File: config.mk
export PLATFORM = sky130hd
export DESIGN_NAME = seq_divider_flat
export DESIGN_NICKNAME = d
export VERILOG_FILES = /design/src/rtl/seq_divider_pkg.sv /design/src/rtl/seq_divider_if.sv /design/src/rtl/seq_divider_step.sv /design/src/rtl/seq_divider.sv /design/src/flat_wrapper.sv
export SDC_FILE = /design/constraint.sdc
export NUM_CORES = 1
export LEC_CHECK = 0
export BUFFER_PORTS_ARGS = -buffer_cell sky130_fd_sc_hd__buf_2
export CAP_MARGIN = 20
export CORE_MARGIN = 1
export CORE_UTILIZATION = 50
export DETAILED_ROUTE_END_ITERATION = 16
export PLACE_DENSITY = 0.69
export SYNTH_ARGS = -nofsm -noshare
export SYNTH_HDL_FRONTEND = slang
export SYNTH_SLANG_ARGS = --single-unit
File: constraint.sdc
create_clock -name clk -period 9.8 [get_ports clk]
set_clock_uncertainty 0.05 [all_clocks]
set_input_delay 0.49 -clock clk [delete_from_list [all_inputs] [get_ports clk]]
set_output_delay 0.49 -clock clk [all_outputs]
set_load 0.05 [all_outputs]
File: src/rtl/seq_divider_pkg.sv
// Shared definitions for the sequential divider: op and state encodings,
// default datapath width and small op-decode helpers.
package seq_divider_pkg;

    localparam int DIV_WIDTH = 32;

    typedef enum logic [1:0] {
        OP_DIV  = 2'b00,
        OP_DIVU = 2'b01,
        OP_REM  = 2'b10,
        OP_REMU = 2'b11
    } div_op_e;

    typedef enum logic [1:0] {
        S_IDLE = 2'b00,
        S_CALC = 2'b01,
        S_FIX  = 2'b10,
        S_DONE = 2'b11
    } div_state_e;

    // DIV and REM treat operands as two's complement; DIVU/REMU do not.
    function automatic logic op_is_signed(input div_op_e op);
        return (op == OP_DIV) || (op == OP_REM);
    endfunction

    // REM/REMU return the remainder, DIV/DIVU the quotient.
    function automatic logic op_is_rem(input div_op_e op);
        return (op == OP_REM) || (op == OP_REMU);
    endfunction

endpackage

File: src/rtl/seq_divider_if.sv
// Request/response handshake bundle between the execute stage and the divider.
interface seq_divider_if
    import seq_divider_pkg::*;
#(
    parameter int WIDTH = DIV_WIDTH
);
    logic             in_valid;
    logic             in_ready;
    logic [WIDTH-1:0] in_a;
    logic [WIDTH-1:0] in_b;
    div_op_e          in_op;
    logic             out_valid;
    logic             out_ready;
    logic [WIDTH-1:0] out_result;
    logic             out_dz;
    logic             busy;

    // Requester side (execute stage).
    modport master (
        output in_valid, in_a, in_b, in_op, out_ready,
        input  in_ready, out_valid, out_result, out_dz, busy
    );

    // Divider side.
    modport slave (
        input  in_valid, in_a, in_b, in_op, out_ready,
        output in_ready, out_valid, out_result, out_dz, busy
    );
endinterface

File: src/rtl/seq_divider_step.sv
// One restoring-division iteration: shift {rem,quo} left and try to
// subtract the divisor from the shifted remainder.
module div_step #(
    parameter int WIDTH = 32
) (
    input  logic [WIDTH-1:0] rem,
    input  logic [WIDTH-1:0] quo,
    input  logic [WIDTH-1:0] divisor,
    output logic [WIDTH-1:0] rem_next,
    output logic [WIDTH-1:0] quo_next
);
    logic [WIDTH:0] rem_sh;
    logic [WIDTH:0] trial;
    logic           taken;

    // Trial subtract as an adder with the divisor inverted and carry-in 1.
    // When rem's MSB is set the shifted value is at least 2^WIDTH, which
    // always exceeds the divisor, so the subtract succeeds even though the
    // WIDTH+1 bit sign of trial is then meaningless; the low bits are exact.
    always_comb begin
        rem_sh   = {rem, quo[WIDTH-1]};
        trial    = rem_sh + {1'b1, ~divisor} + {{WIDTH{1'b0}}, 1'b1};
        taken    = rem[WIDTH-1] | ~trial[WIDTH];
        rem_next = taken ? trial[WIDTH-1:0] : rem_sh[WIDTH-1:0];
        quo_next = {quo[WIDTH-2:0], taken};
    end
endmodule

File: src/rtl/seq_divider.sv
// Multi-cycle radix-2 restoring divider for RV32M DIV/DIVU/REM/REMU.
// One conditional subtract per cycle on magnitudes, then a sign-fix cycle.
// Divide-by-zero and signed overflow bypass the loop straight to DONE.
module seq_divider
    import seq_divider_pkg::*;
#(
    parameter int WIDTH = DIV_WIDTH,
    parameter int CNT_W = 6
) (
    input logic         clk,
    input logic         rst,
    seq_divider_if.slave bus
);
    div_state_e       state_q, state_d;
    logic [CNT_W-1:0] cnt_q;
    logic [WIDTH-1:0] rem_q, quo_q, div_q;
    logic [WIDTH-1:0] rem_next, quo_next;
    logic             sel_rem_q;
    logic             neg_quo_q, neg_rem_q;
    logic [WIDTH-1:0] result_q;
    logic             dz_q;

    logic             accept;
    logic             sgn, a_neg, b_neg;
    logic [WIDTH-1:0] a_abs, b_abs;
    logic             is_dz, is_ovf;
    logic             last_iter;
    logic [WIDTH-1:0] quo_fix, rem_fix;

    div_step #(.WIDTH(WIDTH)) u_step (
        .rem      (rem_q),
        .quo      (quo_q),
        .divisor  (div_q),
        .rem_next (rem_next),
        .quo_next (quo_next)
    );

    // Request decode: magnitudes, sign flags and the two bypass cases.
    always_comb begin
        accept    = bus.in_valid && (state_q == S_IDLE);
        sgn       = op_is_signed(bus.in_op);
        a_neg     = sgn & bus.in_a[WIDTH-1];
        b_neg     = sgn & bus.in_b[WIDTH-1];
        a_abs     = a_neg ? (~bus.in_a + {{(WIDTH-1){1'b0}}, 1'b1}) : bus.in_a;
        b_abs     = b_neg ? (~bus.in_b + {{(WIDTH-1){1'b0}}, 1'b1}) : bus.in_b;
        is_dz     = (bus.in_b == '0);
        is_ovf    = sgn && (bus.in_a == {1'b1, {(WIDTH-1){1'b0}}})
                        && (bus.in_b == '1);
        last_iter = (cnt_q == CNT_W'(WIDTH - 1));
        quo_fix   = neg_quo_q ? (~quo_q + {{(WIDTH-1){1'b0}}, 1'b1}) : quo_q;
        rem_fix   = neg_rem_q ? (~rem_q + {{(WIDTH-1){1'b0}}, 1'b1}) : rem_q;
    end

    // State register.
    always_ff @(posedge clk) begin
        if (rst) state_q <= S_IDLE;
        else     state_q <= state_d;
    end

    // Next-state logic.
    always_comb begin
        state_d = state_q;
        case (state_q)
            S_IDLE: if (accept) state_d = (is_dz || is_ovf) ? S_DONE : S_CALC;
            S_CALC: if (last_iter) state_d = S_FIX;
            S_FIX:  state_d = S_DONE;
            S_DONE: if (bus.out_ready) state_d = S_IDLE;
            default: state_d = S_IDLE;
        endcase
    end

    // Handshake outputs decode straight from the state register.
    always_comb begin
        bus.in_ready   = (state_q == S_IDLE);
        bus.out_valid  = (state_q == S_DONE);
        bus.busy       = (state_q != S_IDLE);
        bus.out_result = result_q;
        bus.out_dz     = dz_q;
    end

    // Datapath: capture on accept, iterate in CALC, sign-fix in FIX.
    always_ff @(posedge clk) begin
        if (rst) begin
            cnt_q     <= '0;
            rem_q     <= '0;
            quo_q     <= '0;
            div_q     <= '0;
            sel_rem_q <= 1'b0;
            neg_quo_q <= 1'b0;
            neg_rem_q <= 1'b0;
            result_q  <= '0;
            dz_q      <= 1'b0;
        end else begin
            case (state_q)
                S_IDLE: if (accept) begin
                    sel_rem_q <= op_is_rem(bus.in_op);
                    neg_quo_q <= a_neg ^ b_neg;
                    neg_rem_q <= a_neg;
                    rem_q     <= '0;
                    quo_q     <= a_abs;
                    div_q     <= b_abs;
                    cnt_q     <= '0;
                    dz_q      <= is_dz;
                    if (is_dz)
                        result_q <= op_is_rem(bus.in_op) ? bus.in_a : '1;
                    else if (is_ovf)
                        result_q <= op_is_rem(bus.in_op) ? '0 : bus.in_a;
                end
                S_CALC: begin
                    rem_q <= rem_next;
                    quo_q <= quo_next;
                    cnt_q <= cnt_q + CNT_W'(1);
                end
                S_FIX: result_q <= sel_rem_q ? rem_fix : quo_fix;
                default: ;
            endcase
        end
    end
endmodule

File: src/flat_wrapper.sv
// flat-port wrapper written by rule: the top's interface ports become plain ports
module seq_divider_flat import seq_divider_pkg::*;
#(
    parameter int WIDTH = DIV_WIDTH,
    parameter int CNT_W = 6
)
  (clk, rst, bus_in_valid, bus_in_a, bus_in_b, bus_in_op, bus_out_ready, bus_in_ready, bus_out_valid, bus_out_result, bus_out_dz, bus_busy);
  seq_divider_if #(.WIDTH(WIDTH)) bus_i ();
  input logic clk;
  input logic rst;
  input wire logic [$bits(bus_i.in_valid)-1:0] bus_in_valid;
  input wire logic [$bits(bus_i.in_a)-1:0] bus_in_a;
  input wire logic [$bits(bus_i.in_b)-1:0] bus_in_b;
  input wire logic [$bits(bus_i.in_op)-1:0] bus_in_op;
  input wire logic [$bits(bus_i.out_ready)-1:0] bus_out_ready;
  output wire logic [$bits(bus_i.in_ready)-1:0] bus_in_ready;
  output wire logic [$bits(bus_i.out_valid)-1:0] bus_out_valid;
  output wire logic [$bits(bus_i.out_result)-1:0] bus_out_result;
  output wire logic [$bits(bus_i.out_dz)-1:0] bus_out_dz;
  output wire logic [$bits(bus_i.busy)-1:0] bus_busy;
  assign bus_i.in_valid = bus_in_valid;
  assign bus_i.in_a = bus_in_a;
  assign bus_i.in_b = bus_in_b;
  assign bus_i.in_op = bus_in_op;
  assign bus_i.out_ready = bus_out_ready;
  assign bus_in_ready = bus_i.in_ready;
  assign bus_out_valid = bus_i.out_valid;
  assign bus_out_result = bus_i.out_result;
  assign bus_out_dz = bus_i.out_dz;
  assign bus_busy = bus_i.busy;
  seq_divider #(.WIDTH(WIDTH), .CNT_W(CNT_W)) u_core (.clk(clk), .rst(rst), .bus(bus_i));
endmodule
==> impl_metrics.yaml <==
timing:
  fin_crit_sh_pct: 40.32
  hold_violations: 0
  maxSlewHeadroom_pct: 35.05
  setup_violations: 0
  tns_ns: 0
  rsz0062_at_grt: "no"
  min_period_ns: 3.952
  fmax_ghz: 0.2531
  drv_slew: 0
  worst_pin_slew_ns: 0.9729
layout:
  final_cell_mix: "nand2_1, nor2_1, dfxtp_1"
  fillers: 1976
  seq_area_um2: 2803
  fin_nets: 1597
  drive_gt1_share_pct: 12.02
  layout_commonest_cell: "nand2_1"
  multi_input_area_um2: 7194
  syn_to_final_growth_pct: 11.34
  fin_cells: 1769
setup_path:
  rrSetupSlack_ns: 5.96
  r2r_cells: 11
  path_delay_family: "simple AND/OR/NAND/NOR gates"
  r2r_start: "u_core.rem_q[0]"
  cp.required_ns: 10.05
  criticalPathCategory: "primary input to register"
  crit_path_top_delay_cell: "or3_1"
  worstSetupStartpointType: "primary input"
  path_buf_inv: 3
  rr_endpoint: "u_core.rem_q[11]"
  critPathArrivalTime_ns: 4.20
  cp-end-kind: "register"
  crit_chain: "buf_2 -> inv_1 -> ha_1 -> nor3b_1 -> nor4b_4 -> nand4_1 -> or3_1 -> nand3_1 -> o21a_1 -> buf_4 -> nand2_1 -> a2111oi_0 -> nor3_1"
  critPathMaxFanout: 42
  crit_path_max_incr_delay_ns: 0.68
clock_network:
  clock_sinks: 140
  ctsHoldBuffers: 0
  cts_tree: "yes"
  cts.clk_slew.worst_paths_ns: 0.07
  clockBufferDepth: 2
  cts_resized: 0
  clk_root_buffer_cell: "clkbuf_16"
  cts-buffers-inserted: 17
  post_cts_buffers: 0
  htree_levels: 4
  clock_latency_ns: 0.43
global_routing:
  grt_pass1_wl_um: 54190
  grt_pass1_vias: 10198
  grt-ovfl-total: 0
  grt_max_degree: 74
  antenna_found_initial: 2
  grtUsageTotal_pct: 31.56
die:
  core_um2: 20490
  initial_core_util_pct: 51.64
  row_count: 52
  dieArea_um2: 21750
  pin_count: 106
  die_x_um: 147.5
  die_y_um: 147.5
power:
  vdd_drop_max_v: 0.0001383
  p_per_area_nw_per_um2: 251.3
  p_leak_nw: 4.620
synthesis:
  muxShareOfSynthArea_pct: 0.6738
  synth-edff-count: 0
  yosysWarnings: 0
  postSynthCellCount: 1437
  synthSimpleGateAreaFrac_pct: 21.85
  synth.net_count: 1550
  synth_xor_area_share_pct: 12.16
  synth_top_family_by_area: "compound AO/OA/AOI/OAI gates"
  syn_area_um2: 10580
  yosysUniqueCellTypes: 62
  synthAdderAreaFrac_pct: 5.816
  syn_area_per_cell_um2: 7.365
  synth-seq-area-share_pct: 26.48
  synth_ff_type: "dfxtp_1"
  ys_async_sr_fraction_pct: 0
  synth_seq_cells: 140
  synth_compound_area_share_pct: 27.25
route:
  vias: 10882
  viasPerCell: 6.151
  drc_errors: 0
  drt-initial-drc-count: 930
  dr.pass1.iters: 5
  ant_nets: 0
  post_drt_wl_per_cell_um: 19.18
  wirelength_um: 33930
place:
  gp_congestion: 0.9254
  dpl.hpwl_um: 25200
  dp_cells: 1734
  portBuffers: 105
run_status:
  outcome: "finished, final reports clean"
min_path:
  hold_depth: 3
  hold_path.startpoint: "bus_in_b[0]"
  min_path_type: "primary input to register"
  min_to: "u_core.div_q[0]"
job:
  cap_violations: 0
Yosys cell counts, types with 17 or more instances:
| library cell | number | share of area [%] |
|---|---|---|
| nand2_1 | 162 | 5.7 |
| nor2_1 | 157 | 5.6 |
| dfxtp_1 | 140 | 26 |
| o21ai_0 | 112 | 5.3 |
| a21oi_1 | 110 | 5.2 |
| xor2_1 | 81 | 6.7 |
| clkbuf_1 | 76 | 2.7 |
| xnor2_1 | 66 | 5.5 |
| inv_1 | 57 | 2.0 |
| nor3_1 | 47 | 2.2 |
| a211oi_1 | 44 | 3.1 |
| ha_1 | 42 | 5.0 |
| o211ai_1 | 26 | 1.8 |
| o31ai_1 | 26 | 1.8 |
| or4_1 | 23 | 1.6 |
| nand4_1 | 17 | 1.0 |
| o41ai_1 | 17 | 1.4 |
layout make-up:
class                      count  area share [%]
clock inverter                14           1.147
multi-input combinational   1146           61.05
inverter                      57           1.816
tap                          270           2.867
clock buffer                  18           3.727
antenna                        2         0.04247
sequential                   140           23.78
timing repair buffer         122           5.564
cells by family (layout without fill, tap and decap cells):
| family | count (synthesis) | in the layout |
|---|---|---|
| adders and majority gates | 50 | 50 |
| AOI/OAI and AO/OA | 448 | 448 |
| buffers and inverters | 151 | 211 |
| other | 0 | 2 |
| muxes | 7 | 7 |
| DFF | 140 | 140 |
| xor gates and xnor gates | 147 | 147 |
| and+or+nand+nor | 494 | 494 |
routing by layer:
layer | part of all wire [%] | global-route usage (%) | up-vias
li1 | - | - | 5291
met1 | 41 | 38.64 | 5018
met2 | 46 | 52.12 | 478
met3 | 7.4 | 5.617 | 95
met4 | 5.0 | 18.09 | 0
met5 | 0 | 0 | -
registers in the layout, summed over array words and instances (netlist names), 2 cells and up:
signal	count
u_core.div_q	32
u_core.quo_q	32
u_core.bus.out_result	32
u_core.cnt_q	6
u_core.state_q	2
u_core.rem_q	32
how the worst max path moves through the flow:
stage	endpoint	cells past startpoint	start	slack, ns
floorplan	u_core.div_q[27]	8	bus_in_b[6]	6.54
global placement	u_core.bus.out_result[26]	13	bus_in_b[0]	5.67
detailed placement	u_core.bus.out_result[26]	13	bus_in_b[0]	5.51
CTS	u_core.bus.out_result[26]	13	bus_in_b[0]	5.95
global route	u_core.bus.out_result[26]	13	bus_in_b[0]	5.52
finish	u_core.bus.out_result[26]	13	bus_in_b[0]	5.85
through the flow:
| step | util (%) | hold WS, ns | setup WS [ns] | area (um2) | power (mW) |
|---|---|---|---|---|---|
| finish | 57.50 | 0.2999 | 5.848 | 11780 | 2.962 |
| global route | 57.47 | 0.3167 | 5.519 | 11780 | 3.143 |
| CTS | 57.44 | 0.2893 | 5.946 | 11770 | 2.948 |
| detailed placement | 54.63 | 0.3935 | 5.506 | 11200 | 2.303 |
| global placement | 54.63 | 0.3925 | 5.666 | 11200 | 2.287 |
| floorplan | - | 0.3819 | 6.538 | 10580 | 1.916 |
power breakdown:
part	total [mW]	switching, mW	internal (mW)
clock network	0.639	0.278	0.361
registers	0.846	0.140	0.706
logic	1.48	1.00	0.475
worst reg2reg max path: stages, from the launching register on:
cell and delay (ns):
dfxtp_1 0.52, inv_1 0.15, fa_1 0.46, nand2b_1 0.18
a21oi_1 0.22, nor3_1 0.13, o31a_1 0.37, o31ai_1 0.51
a22oi_2 0.31, buf_4 0.28, nand2b_1 0.35, o21ai_0 0.24
No activity file was read; power rests on OpenSTA's default activity.
